`config.mk`:
```
export PLATFORM = sky130hd
export DESIGN_NAME = control_unit
export DESIGN_NICKNAME = d
export VERILOG_FILES = /design/src/rtl/cpu_defs_pkg.sv /design/src/rtl/reg_select_decoder.sv /design/src/rtl/control_unit.sv
export SDC_FILE = /design/constraint.sdc
export NUM_CORES = 1
export LEC_CHECK = 0
export ABC_CLOCK_PERIOD_IN_PS = 4700
export BUFFER_PORTS_ARGS = -buffer_cell sky130_fd_sc_hd__buf_2
export CAP_MARGIN = 20
export CORE_ASPECT_RATIO = 1.75
export CORE_MARGIN = 3
export CORE_UTILIZATION = 47
export DETAILED_ROUTE_END_ITERATION = 7
export PLACE_DENSITY = 0.87
export SYNTH_ARGS = -nofsm -noshare
export SYNTH_HDL_FRONTEND = slang
export SYNTH_SLANG_ARGS = --single-unit
```
`constraint.sdc`:
```
create_clock -name Clock -period 4.7 [get_ports Clock]
set_clock_uncertainty 0.1 [all_clocks]
set_input_delay 0.235 -clock Clock [delete_from_list [all_inputs] [get_ports Clock]]
set_output_delay 0.235 -clock Clock [all_outputs]
set_load 0.02 [all_outputs]
```
`src/rtl/cpu_defs_pkg.sv`:
```
// Shared definitions for the hardwired control sequencer: opcodes, ALU codes,
// FSM state encoding, instruction classes and IR field slices.
package cpu_defs;

   localparam int NREGS  = 16;
   localparam int OPW    = 5;
   localparam int RIDX_W = $clog2(NREGS);

   localparam logic [OPW-1:0] OP_ADD  = 5'b00011;
   localparam logic [OPW-1:0] OP_SUB  = 5'b00100;
   localparam logic [OPW-1:0] OP_AND  = 5'b00101;
   localparam logic [OPW-1:0] OP_OR   = 5'b00110;
   localparam logic [OPW-1:0] OP_ROR  = 5'b00111;
   localparam logic [OPW-1:0] OP_ROL  = 5'b01000;
   localparam logic [OPW-1:0] OP_SHR  = 5'b01001;
   localparam logic [OPW-1:0] OP_SHRA = 5'b01010;
   localparam logic [OPW-1:0] OP_SHL  = 5'b01011;
   localparam logic [OPW-1:0] OP_ADDI = 5'b01100;
   localparam logic [OPW-1:0] OP_ANDI = 5'b01101;
   localparam logic [OPW-1:0] OP_ORI  = 5'b01110;
   localparam logic [OPW-1:0] OP_MUL  = 5'b01111;
   localparam logic [OPW-1:0] OP_DIV  = 5'b10000;
   localparam logic [OPW-1:0] OP_NEG  = 5'b10001;
   localparam logic [OPW-1:0] OP_NOT  = 5'b10010;
   localparam logic [OPW-1:0] OP_NOP  = 5'b11010;
   localparam logic [OPW-1:0] OP_HALT = 5'b11011;

   localparam logic [3:0] ALU_ADD  = 4'b0000;
   localparam logic [3:0] ALU_SUB  = 4'b0001;
   localparam logic [3:0] ALU_SHR  = 4'b0010;
   localparam logic [3:0] ALU_SHRA = 4'b0011;
   localparam logic [3:0] ALU_SHL  = 4'b0100;
   localparam logic [3:0] ALU_ROR  = 4'b0101;
   localparam logic [3:0] ALU_ROL  = 4'b0110;
   localparam logic [3:0] ALU_MUL  = 4'b0111;
   localparam logic [3:0] ALU_DIV  = 4'b1000;
   localparam logic [3:0] ALU_NEG  = 4'b1001;
   localparam logic [3:0] ALU_AND  = 4'b1010;
   localparam logic [3:0] ALU_OR   = 4'b1011;
   localparam logic [3:0] ALU_NOT  = 4'b1100;

   typedef enum logic [3:0] {
      S_RST, S_T0, S_T1, S_T2, S_T3, S_T4, S_T5, S_T6, S_HALT
   } state_t;

   typedef enum logic [2:0] {
      K_BIN, K_IMM, K_UNARY, K_MULDIV, K_NOP, K_HALT, K_ILLEGAL
   } iclass_t;

   // Single-bit strobes and ALU code, grouped so clear can gate them in one place.
   typedef struct packed {
      logic       pc_out, zlow_out, zhigh_out, hi_out, lo_out, mdr_out, c_out;
      logic       mar_in, pc_in, mdr_in, ir_in, y_in, inc_pc, read;
      logic       zlow_in, zhigh_in, hi_in, lo_in;
      logic       run, illegal;
      logic [3:0] operation;
   } ctrl_t;

   function automatic logic [OPW-1:0] ir_op(input logic [31:0] ir);
      return ir[31:27];
   endfunction

   function automatic logic [RIDX_W-1:0] ir_ra(input logic [31:0] ir);
      return ir[26:23];
   endfunction

   function automatic logic [RIDX_W-1:0] ir_rb(input logic [31:0] ir);
      return ir[22:19];
   endfunction

   function automatic logic [RIDX_W-1:0] ir_rc(input logic [31:0] ir);
      return ir[18:15];
   endfunction

   function automatic iclass_t op_class(input logic [OPW-1:0] op);
      case (op)
         OP_ADD, OP_SUB, OP_AND, OP_OR, OP_ROR,
         OP_ROL, OP_SHR, OP_SHRA, OP_SHL:   return K_BIN;
         OP_ADDI, OP_ANDI, OP_ORI:          return K_IMM;
         OP_NEG, OP_NOT:                    return K_UNARY;
         OP_MUL, OP_DIV:                    return K_MULDIV;
         OP_NOP:                            return K_NOP;
         OP_HALT:                           return K_HALT;
         default:                           return K_ILLEGAL;
      endcase
   endfunction

   function automatic logic [3:0] alu_code(input logic [OPW-1:0] op);
      case (op)
         OP_ADD, OP_ADDI: return ALU_ADD;
         OP_SUB:          return ALU_SUB;
         OP_AND, OP_ANDI: return ALU_AND;
         OP_OR, OP_ORI:   return ALU_OR;
         OP_ROR:          return ALU_ROR;
         OP_ROL:          return ALU_ROL;
         OP_SHR:          return ALU_SHR;
         OP_SHRA:         return ALU_SHRA;
         OP_SHL:          return ALU_SHL;
         OP_MUL:          return ALU_MUL;
         OP_DIV:          return ALU_DIV;
         OP_NEG:          return ALU_NEG;
         OP_NOT:          return ALU_NOT;
         default:         return ALU_ADD;
      endcase
   endfunction

endpackage

```
`src/rtl/reg_select_decoder.sv`:
```
// Register index + enable to one-hot select; purely combinational, zero latency.
// No backpressure: output follows inputs every cycle.
module reg_select_decoder
   import cpu_defs::*;
(
   input  logic [RIDX_W-1:0] index,
   input  logic              enable,
   output logic [NREGS-1:0]  onehot
);

   always_comb begin
      onehot = '0;
      if (enable) onehot[index] = 1'b1;
   end

endmodule

```
`src/rtl/control_unit.sv`:
```
// Hardwired control sequencer: fetch, decode IR, one datapath step per Clock.
// Latency binary/imm 6, unary 5, mul/div 7, nop 4 cycles; no backpressure, Stop halts at T0.
module control_unit
   import cpu_defs::*;
(
   input  logic        Clock,
   input  logic        clear,
   input  logic [31:0] IR,
   input  logic        Stop,
   output logic        PCout,
   output logic        Zlowout,
   output logic        Zhighout,
   output logic        HIout,
   output logic        LOout,
   output logic        MDRout,
   output logic        Cout,
   output logic        MARin,
   output logic        PCin,
   output logic        MDRin,
   output logic        IRin,
   output logic        Yin,
   output logic        IncPC,
   output logic        Read,
   output logic        Zin_low,
   output logic        Zin_high,
   output logic        HIin,
   output logic        LOin,
   output logic [15:0] Rout_sel,
   output logic [15:0] Rin_sel,
   output logic [3:0]  operation,
   output logic        Run,
   output logic        Illegal
);

   state_t            state, next_state;
   ctrl_t             ctrl, ctrl_g;
   iclass_t           kind;
   logic [3:0]        alu_op;
   logic [RIDX_W-1:0] rout_idx, rin_idx;
   logic              rout_en, rin_en;
   logic              ir_unused_bits;

   assign kind           = op_class(ir_op(IR));
   assign alu_op         = alu_code(ir_op(IR));
   assign ir_unused_bits = ^IR[14:0];

   always_ff @(posedge Clock) begin
      if (clear) state <= S_RST;
      else       state <= next_state;
   end

   always_comb begin
      next_state = state;
      ctrl       = '0;
      ctrl.run   = (state != S_HALT);
      rout_idx   = '0;
      rout_en    = 1'b0;
      rin_idx    = '0;
      rin_en     = 1'b0;
      case (state)
         S_RST: next_state = S_T0;
         S_T0: begin
            ctrl.pc_out = 1'b1; ctrl.mar_in = 1'b1; ctrl.inc_pc = 1'b1; ctrl.zlow_in = 1'b1;
            next_state  = Stop ? S_HALT : S_T1;
         end
         S_T1: begin
            ctrl.zlow_out = 1'b1; ctrl.pc_in = 1'b1; ctrl.read = 1'b1; ctrl.mdr_in = 1'b1;
            next_state    = S_T2;
         end
         S_T2: begin
            ctrl.mdr_out = 1'b1; ctrl.ir_in = 1'b1;
            next_state   = S_T3;
         end
         S_T3: begin
            next_state = S_T0;
            case (kind)
               K_BIN, K_IMM: begin
                  rout_idx = ir_rb(IR); rout_en = 1'b1; ctrl.y_in = 1'b1;
                  next_state = S_T4;
               end
               K_UNARY: begin
                  rout_idx = ir_rb(IR); rout_en = 1'b1;
                  ctrl.operation = alu_op; ctrl.zlow_in = 1'b1;
                  next_state = S_T4;
               end
               K_MULDIV: begin
                  rout_idx = ir_ra(IR); rout_en = 1'b1; ctrl.y_in = 1'b1;
                  next_state = S_T4;
               end
               K_HALT:    next_state = S_HALT;
               K_ILLEGAL: ctrl.illegal = 1'b1;
               default:   next_state = S_T0;
            endcase
         end
         S_T4: begin
            next_state = S_T5;
            case (kind)
               K_BIN: begin
                  rout_idx = ir_rc(IR); rout_en = 1'b1;
                  ctrl.operation = alu_op; ctrl.zlow_in = 1'b1;
               end
               K_IMM: begin
                  ctrl.c_out = 1'b1; ctrl.operation = alu_op; ctrl.zlow_in = 1'b1;
               end
               K_UNARY: begin
                  ctrl.zlow_out = 1'b1; rin_idx = ir_ra(IR); rin_en = 1'b1;
                  next_state = S_T0;
               end
               K_MULDIV: begin
                  rout_idx = ir_rb(IR); rout_en = 1'b1; ctrl.operation = alu_op;
                  ctrl.zlow_in = 1'b1; ctrl.zhigh_in = 1'b1;
               end
               default: next_state = S_T0;
            endcase
         end
         S_T5: begin
            ctrl.zlow_out = 1'b1;
            if (kind == K_MULDIV) begin
               ctrl.lo_in = 1'b1;
               next_state = S_T6;
            end else begin
               rin_idx = ir_ra(IR); rin_en = 1'b1;
               next_state = S_T0;
            end
         end
         S_T6: begin
            ctrl.zhigh_out = 1'b1; ctrl.hi_in = 1'b1;
            next_state = S_T0;
         end
         S_HALT:  next_state = S_HALT;
         default: next_state = S_RST;
      endcase
   end

   // clear forces every output low combinationally, so the abandoned cycle writes nothing.
   assign ctrl_g = clear ? '0 : ctrl;

   assign PCout     = ctrl_g.pc_out;
   assign Zlowout   = ctrl_g.zlow_out;
   assign Zhighout  = ctrl_g.zhigh_out;
   assign HIout     = ctrl_g.hi_out;
   assign LOout     = ctrl_g.lo_out;
   assign MDRout    = ctrl_g.mdr_out;
   assign Cout      = ctrl_g.c_out;
   assign MARin     = ctrl_g.mar_in;
   assign PCin      = ctrl_g.pc_in;
   assign MDRin     = ctrl_g.mdr_in;
   assign IRin      = ctrl_g.ir_in;
   assign Yin       = ctrl_g.y_in;
   assign IncPC     = ctrl_g.inc_pc;
   assign Read      = ctrl_g.read;
   assign Zin_low   = ctrl_g.zlow_in;
   assign Zin_high  = ctrl_g.zhigh_in;
   assign HIin      = ctrl_g.hi_in;
   assign LOin      = ctrl_g.lo_in;
   assign operation = ctrl_g.operation;
   assign Run       = ctrl_g.run;
   assign Illegal   = ctrl_g.illegal;

   reg_select_decoder u_rout_dec (
      .index  (rout_idx),
      .enable (rout_en & ~clear),
      .onehot (Rout_sel)
   );

   reg_select_decoder u_rin_dec (
      .index  (rin_idx),
      .enable (rin_en & ~clear),
      .onehot (Rin_sel)
   );

endmodule

```
==> results of run 1 <==
cells by family after synthesis:
| family | after synthesis | synth area share [%] |
|---|---|---|
| simple gates | 117 | 50.0 |
| fa+ha+maj | 7 | 6.03 |
| buf+inv | 27 | 10.2 |
| mux | 5 | 3.45 |
| flops | 4 | 5.51 |
| other cells | 1 | 0.258 |
| compound gates | 47 | 24.5 |
how the worst max path moves through the flow:
stage,start,depth (start not counted),end
2_1_floorplan,IR[27],7,Zin_low
3_3_place_gp,IR[27],9,Rout_sel[12]
3_5_place_dp,IR[27],9,Rout_sel[14]
4_1_cts,IR[27],9,Rout_sel[14]
5_1_grt,IR[27],9,Rout_sel[10]
6_report,IR[27],9,Rout_sel[10]
cells in the final DEF, fill, tap and decap left out, types with 3 or more instances in the layout:
cell type / n
a21oi_1: 13
buf_2: 73
clkbuf_8: 3
dfxtp_1: 4
ha_1: 7
inv_1: 3
mux2i_1: 5
nand2_1: 12
nand2b_1: 8
nand3_1: 5
nor2_1: 24
nor3_1: 12
nor3b_1: 5
nor4_1: 13
nor4b_1: 3
nor4b_2: 3
o21ai_0: 5
or3_1: 4
layout make-up:
cell class / instances / area, um2
Fill cell: 294 / 1170
Tap cell: 28 / 35.0
Multi-Input combinational cell: 178 / 1230
Sequential cell: 4 / 80.1
Inverter: 3 / 11.3
Timing Repair Buffer: 73 / 365
Clock buffer: 3 / 41.3
power breakdown:
part           switching (mW)  internal, mW  total, mW
Clock                  0.0160        0.0544     0.0705
Combinational          0.0683        0.0368      0.105
Sequential            0.00804        0.0372     0.0452
Total                  0.0923         0.128      0.221
metrics by stage:
stage               power, mW  hold slack [ps]  std cells
floorplan               0.127              378        209
global placement        0.147              501        286
detailed placement      0.149              511        286
CTS                     0.221              290        289
global route            0.239              328        289
finish                  0.221              299        289
worst max-delay path: cells and delay by family:
| kind | cells | cell delay (ps) |
|---|---|---|
| and+or+nand+nor | 2 | 530 |
| buffers and inverters | 2 | 350 |
| AOI/OAI and AO/OA | 3 | 1550 |
| muxes | 1 | 160 |
| adders and majority gates | 1 | 300 |
routing by layer:
metal | up-vias | track usage, % | part of all wire (%)
li1 | 890 | - | -
met1 | 808 | 24.5 | 40
met2 | 72 | 38.2 | 53
met3 | 4 | 2.26 | 6.1
met4 | 0 | 4.31 | 0.79
met5 | - | 0 | 0
==> results.json, run 1 <==
{
  "crit_slowest_cell": "o22ai_1",
  "syn2layout_area_growth_pct": 21.2,
  "clk_pin_slew_ps": 30,
  "wl_mm": 4.04,
  "regMostFlops": "state",
  "dieArea_um2": 3820,
  "r2r-start": "state[3]",
  "h-tree-depth": 1,
  "yosysSeqAreaShare_pct": 5.51,
  "hold_viol_final": 0,
  "hpwl_mm": 3.21,
  "grt_setup_unrepaired": "no",
  "ir_worst_vdd_mv": 0.175,
  "timing.final.ws_setup_ps": 1250,
  "antenna_found_initial": 0,
  "synth_common_cells": "nor2_1 (24), a21oi_1 (13), nor4_1 (13)",
  "worst_pin_slew_ps": 1030,
  "period_share_pct": 73.4,
  "grt_pass1_vias": 1550,
  "ff2ff_path_depth": 5,
  "synthCells": 208,
  "worstPathRequired_ps": 4370,
  "synth_edf_count": 0,
  "hold_buffers": 0,
  "end_kind": "output pin",
  "top_regs": "state x4",
  "timing_worst_setup_path_type": "in2out",
  "place_area_um2": 1720,
  "min_path_type": "in2reg",
  "yosys.area.top_type": "nor2_1",
  "setup_viol": 0,
  "hold-path-cell-count": 2,
  "clock_sinks": 4,
  "ys_types": 63,
  "leakage_nw": 0.824,
  "slew_headroom_pct": 31.1,
  "gp_congestion": 0.887,
  "clock_latency_ps": 210,
  "drt-wirelength-per-cell_um": 14.0,
  "first_pass_iters": 4,
  "cp_cell_sequence": "buf_2 -> ha_1 -> a21o_1 -> a211oi_2 -> nor2_2 -> mux2i_1 -> o22ai_1 -> nor4b_2 -> buf_2",
  "postRouteAntennaNets": 0,
  "largest_register_ffs": 4,
  "vias": 1774,
  "num_antenna_cells": 0,
  "cts_tree": "yes",
  "ys_ff_latch": 4,
  "cts-buffers-inserted": 3,
  "yosys-top-cells-area": "nor2_1 (6.2%), ha_1 (6.0%), nor4_1 (5.6%)",
  "ys.flop_type": "dfxtp_1",
  "die_x_um": 48.0,
  "cap_violations": 0,
  "holdCritStartpoint": "clear",
  "worstPathArrival_ps": 3120,
  "yosysMostFrequentCell": "nor2_1",
  "drc": 0,
  "post_cts_buffers": 0,
  "finalMaxSlewViolations": 0,
  "grt_first_pass_wirelength_mm": 6.44,
  "cp_max_fo": 16,
  "grt_overflow_total": 0,
  "grt_max_degree": 20,
  "rows": 26,
  "place.port_buffers": 73,
  "final_util_pct": 60.1,
  "routed_via_density": 6.14,
  "cts.path.max_buffers": 2,
  "hold_end": "state[3]",
  "ios": 91,
  "r2r-end": "state[0]",
  "fmax_ghz": 0.290,
  "p_per_area_nw_per_um2": 125,
  "die_h_um": 79.5,
  "synth.avg_cell_area_um2": 6.98,
  "yosysWarningCount": 0,
  "final_nets": 305,
  "drive_above_1_share_pct": 36.8,
  "setup-tns-final_ps": 0,
  "finalCriticalPeriod_ps": 3450,
  "final_area_um2": 1760,
  "initial_core_util_pct": 49.6,
  "grt_use_total_pct": 21.0,
  "start_kind": "input port",
  "place_ws_ps": 1280,
  "drt_iter0_drc": 43,
  "reg2reg_setup_slack_ps": 2970,
  "crit_top_cell": "buf_2",
  "ys_async_sr_fraction_pct": 0,
  "cts-resized-gates": 0,
  "yosys.area.top_type_share_pct": 6.20,
  "cts-root-buf": "clkbuf_8",
  "core_area_um2": 2930,
  "slowest_delay_ps": 810,
  "status": "complete, no violations",
  "syn_area_um2": 1450
}
Note: power is estimated with default switching activity, not from simulation.
==> run 2: changes to the inputs <==
- ABC_CLOCK_PERIOD_IN_PS: 4700 -> 2900
- CORE_UTILIZATION: 47 -> 40
- PLACE_DENSITY: 0.87 -> 0.79
- clock period: 4.7 -> 2.9 ns (I/O delays scaled with it)
==> results.json, run 2 (synthesis results as in run 1) <==
{
  "status": "complete, no violations",
  "mostFrequentLayoutCells": "buf_2 (73), nor2_1 (24), nor4_1 (13), a21oi_1 (13), nand2_1 (12)",
  "wl_met1_mm": 1.68,
  "fmax_ghz": 0.367,
  "regMostFlops": "state",
  "wl_met2_mm": 2.34,
  "p_per_area_nw_per_um2": 198,
  "cts_tree": "yes",
  "cts-root-buf": "clkbuf_8",
  "ir_worst_vdd_mv": 0.154,
  "largest_register_ffs": 4,
  "start_kind": "input port",
  "grt_first_pass_wirelength_mm": 6.72,
  "reg2reg_setup_slack_ps": 1280,
  "min_path_type": "in2reg",
  "worst_pin_slew_ps": 517,
  "slew_headroom_pct": 65.4,
  "routed_via_density": 5.77,
  "postRouteAntennaNets": 0,
  "leakage_nw": 0.873,
  "die_x_um": 51.6,
  "nFillCells": 363,
  "ios": 91,
  "first_pass_iters": 5,
  "cts.path.max_buffers": 2,
  "worstPathArrival_ps": 2480,
  "place_area_um2": 1810,
  "grt_setup_unrepaired": "no",
  "clock_sinks": 4,
  "num_antenna_cells": 0,
  "place.port_buffers": 73,
  "grt_use_total_pct": 18.5,
  "vias": 1816,
  "drc": 0,
  "period_share_pct": 94.1,
  "finalMaxSlewViolations": 0,
  "end_kind": "output pin",
  "setup_viol": 0,
  "cts-buffers-inserted": 3,
  "timing_worst_setup_path_type": "in2out",
  "final_nets": 314,
  "die_h_um": 85.7,
  "hpwl_mm": 3.38,
  "worstPathRequired_ps": 2650,
  "drive_above_1_share_pct": 40.0,
  "clk_pin_slew_ps": 30,
  "grt_overflow_total": 0,
  "cap_violations": 0,
  "initial_core_util_pct": 42.3,
  "slowest_delay_ps": 350,
  "crit_slowest_cell": "o21a_1",
  "syn2layout_area_growth_pct": 28.4,
  "setup-tns-final_ps": 0,
  "post_cts_buffers": 0,
  "top_layer": "met4",
  "cts-resized-gates": 0,
  "core_area_um2": 3430,
  "finalCriticalPeriod_ps": 2730,
  "antenna_found_initial": 0,
  "grt_pass1_vias": 1549,
  "h-tree-depth": 1,
  "grt_max_degree": 19,
  "drt_iter0_drc": 39,
  "hold_viol_final": 0,
  "drt-wirelength-per-cell_um": 13.7,
  "cp_cell_sequence": "buf_2 -> ha_1 -> buf_4 -> mux2i_1 -> o21a_1 -> nor2_1 -> o41ai_4 -> nand3_1 -> nor4b_1 -> buf_2",
  "crit_top_cell": "buf_2",
  "cp_max_fo": 8,
  "clock_latency_ps": 220,
  "final_area_um2": 1870,
  "hold_buffers": 0,
  "dieArea_um2": 4420,
  "gp_congestion": 0.844,
  "met3_length_um": 242,
  "top_regs": "state x4",
  "rows": 28,
  "wl_mm": 4.31,
  "mostFrequentLayoutCell": "buf_2"
}
run 2: cell count changes in the layout (fill, tap and decap cells not counted), sizes merged:
cell,before,now
buf,73,82
run 2: final timing paths:
| check | start | to | depth (start not counted) |
|---|---|---|---|
| max reg2reg | state[1] | state[1] | 4 |
| min reg2reg | state[2] | state[0] | 4 |
| max | IR[27] | Rout_sel[8] | 10 |
| min | Stop | state[1] | 4 |
run 2: cell type report:
cell class	count	area (um2)	share of cell area (%)
timing repair buffer	82	433	23.2
inverter	3	11.3	0.604
clock buffer	3	41.3	2.21
multi-input combinational	178	1240	66.6
tap	45	56.3	3.02
sequential	4	81.3	4.36
run 2: metrics by stage:
stage / instances / hold WS [ps] / setup slack (ps) / power [mW] / util (%)
detailed placement: 312 / 418 / 175 / 0.248 / 52.7
global placement: 312 / 417 / 207 / 0.245 / 52.7
CTS: 315 / 212 / 149 / 0.367 / 53.9
floorplan: 209 / 288 / 110 / 0.206 / -
finish: 315 / 220 / 172 / 0.370 / 54.3
global route: 315 / 248 / 13.1 / 0.396 / 54.3
run 2: report_power, final:
part	switching [mW]	total (mW)	internal, mW	leakage [nW]
combinational	0.114	0.181	0.0667	0.818
sequential	0.0129	0.0737	0.0607	0.0330
clock	0.0270	0.115	0.0883	0.0216
total	0.154	0.370	0.216	0.873
run 2: per-layer routing:
layer	vias up	track usage, %
li1	906	-
met1	834	21.6
met2	72	34.8
met3	4	0.870
met4	0	5.49
met5	-	0
run 2: worst max-delay path: cells and delay by family:
kind | cells | cell delay, ps
buffers and inverters | 3 | 510
AND/OR/NAND/NOR | 3 | 680
multiplexers | 1 | 240
adder cells (fa/ha/maj) | 1 | 230
AO/OA/AOI/OAI | 2 | 670
==> run 3: changes to the inputs <==
- CORE_UTILIZATION: 40 -> 35
- PLACE_DENSITY: 0.79 -> 0.7
- REMOVE_ABC_BUFFERS: default -> 1
==> results.json, run 3 (synthesis results as in run 1) <==
{
  "status": "complete, no violations",
  "regMostFlops": "state",
  "grt_max_degree": 19,
  "final_util_pct": 48.9,
  "h-tree-depth": 1,
  "place.port_buffers": 73,
  "clock_latency_ps": 210,
  "hpwl_mm": 3.62,
  "hold_viol_final": 0,
  "setup_viol": 0,
  "crit_family": "compound AO/OA/AOI/OAI gates",
  "vias": 1834,
  "antenna_found_initial": 0,
  "timing_worst_setup_path_type": "in2out",
  "p_per_area_nw_per_um2": 196,
  "worstPathArrival_ps": 2500,
  "cts-buffers-inserted": 3,
  "clock_sinks": 4,
  "wl_mm": 4.35,
  "die_h_um": 91.2,
  "dieArea_um2": 4990,
  "place_ws_ps": 106,
  "ios": 91,
  "clk_pin_slew_ps": 30,
  "mostFrequentLayoutCell": "buf_2",
  "hold_buffers": 0,
  "finalCriticalPeriod_ps": 2740,
  "rows": 30,
  "largest_register_ffs": 4,
  "hold_end": "state[1]",
  "grt_use_total_pct": 17.8,
  "fmax_ghz": 0.364,
  "crit_slowest_cell": "o41ai_4",
  "crit_top_cell": "buf_2",
  "start_kind": "input port",
  "cp_cell_sequence": "buf_2 -> ha_1 -> a21o_1 -> a211oi_2 -> nor2_1 -> o41ai_4 -> nand3_1 -> nor4bb_1 -> buf_2",
  "cts.path.max_buffers": 2,
  "period_share_pct": 94.6,
  "die_x_um": 54.7,
  "top_regs": "state x4",
  "core_area_um2": 3940,
  "final_nets": 323,
  "cts-root-buf": "clkbuf_8",
  "worstPathRequired_ps": 2650,
  "r2r-end": "state[1]",
  "postRouteAntennaNets": 0,
  "drc": 0,
  "grt_first_pass_wirelength_mm": 7.19,
  "cp_max_fo": 6,
  "ir_worst_vdd_mv": 0.242,
  "hold-path-cell-count": 4,
  "gp_congestion": 0.833,
  "syn2layout_area_growth_pct": 32.6,
  "cap_violations": 0,
  "finalMaxSlewViolations": 0,
  "routed_via_density": 5.61,
  "drt-wirelength-per-cell_um": 13.3,
  "holdCritStartpoint": "Stop",
  "cts_tree": "yes",
  "ff2ff_path_depth": 4,
  "end_kind": "output pin",
  "cp_num_buf_inv": 2,
  "min_path_type": "in2reg",
  "num_antenna_cells": 0,
  "grt_pass1_vias": 1626,
  "slowest_delay_ps": 400,
  "grt_setup_unrepaired": "yes",
  "reg2reg_setup_slack_ps": 1330,
  "drive_above_1_share_pct": 41.2,
  "leakage_nw": 0.914,
  "initial_core_util_pct": 36.9,
  "r2r-start": "state[1]",
  "first_pass_iters": 4,
  "drt_iter0_drc": 38,
  "mostFrequentLayoutCells": "buf_2 (72), nor2_1 (23), buf_4 (19)",
  "grt_overflow_total": 0,
  "timing.final.ws_setup_ps": 156
}
-- run 3: worst register-to-register path: stages (launching register included) --
cell and delay, ps:
dfxtp_1 500, nand2b_1 240, o21ai_0 210, nand4b_1 140
a221oi_1 280
-- run 3: where the power goes --
part	leakage [nW]	switching, mW	internal (mW)
sequential	0.0328	0.0124	0.0602
combinational	0.859	0.114	0.0770
clock	0.0216	0.0251	0.0882
-- run 3: repair_timing --
action | in CTS | in global routing
setup buffers | 0 | 1
setup endpoints to repair | 0 | 7
gates resized for setup | 0 | 3
endpoints found under the hold margin | 0 | 0
-- run 3: area by class of cell --
| type | instances | area [um2] |
|---|---|---|
| sequential | 4 | 80.1 |
| clock buffer | 3 | 41.3 |
| timing repair buffer | 91 | 503 |
| inverter | 3 | 11.3 |
| tap | 48 | 60.1 |
| fill | 433 | 2010 |
| multi-input combinational | 178 | 1230 |
-- run 3: how the worst max path moves through the flow --
| stage | from | endpoint | slack, ps | cells after the start |
|---|---|---|---|---|
| floorplan | IR[27] | Rout_sel[14] | -30 | 7 |
| global placement | IR[27] | Zin_low | 130 | 10 |
| detailed placement | IR[27] | Rin_sel[13] | 110 | 10 |
| CTS | IR[27] | Rin_sel[13] | 100 | 10 |
| global route | IR[27] | Rout_sel[5] | -20 | 9 |
| finish | IR[27] | Rout_sel[12] | 160 | 9 |
-- run 3: stage by stage --
step / hold slack, ps / setup TNS [ps] / cell area, um2 / total power [mW] / instances
2_1_floorplan: 114 / -76.8 / 1320 / 0.180 / 185
3_3_place_gp: 406 / 0 / 1870 / 0.261 / 323
3_5_place_dp: 413 / 0 / 1870 / 0.263 / 323
4_1_cts: 190 / 0 / 1910 / 0.379 / 326
5_1_grt: 267 / -42.9 / 1930 / 0.410 / 327
6_report: 195 / 0 / 1930 / 0.377 / 327
-- run 3: layer usage --
| layer | share of wire, % | vias to the layer above | track usage [%] |
|---|---|---|---|
| li1 | - | 926 | - |
| met1 | 38 | 847 | 21.0 |
| met2 | 55 | 59 | 33.1 |
| met3 | 6.9 | 2 | 2.13 |
| met4 | 0.18 | 0 | 1.66 |
| met5 | 0 | - | 0 |
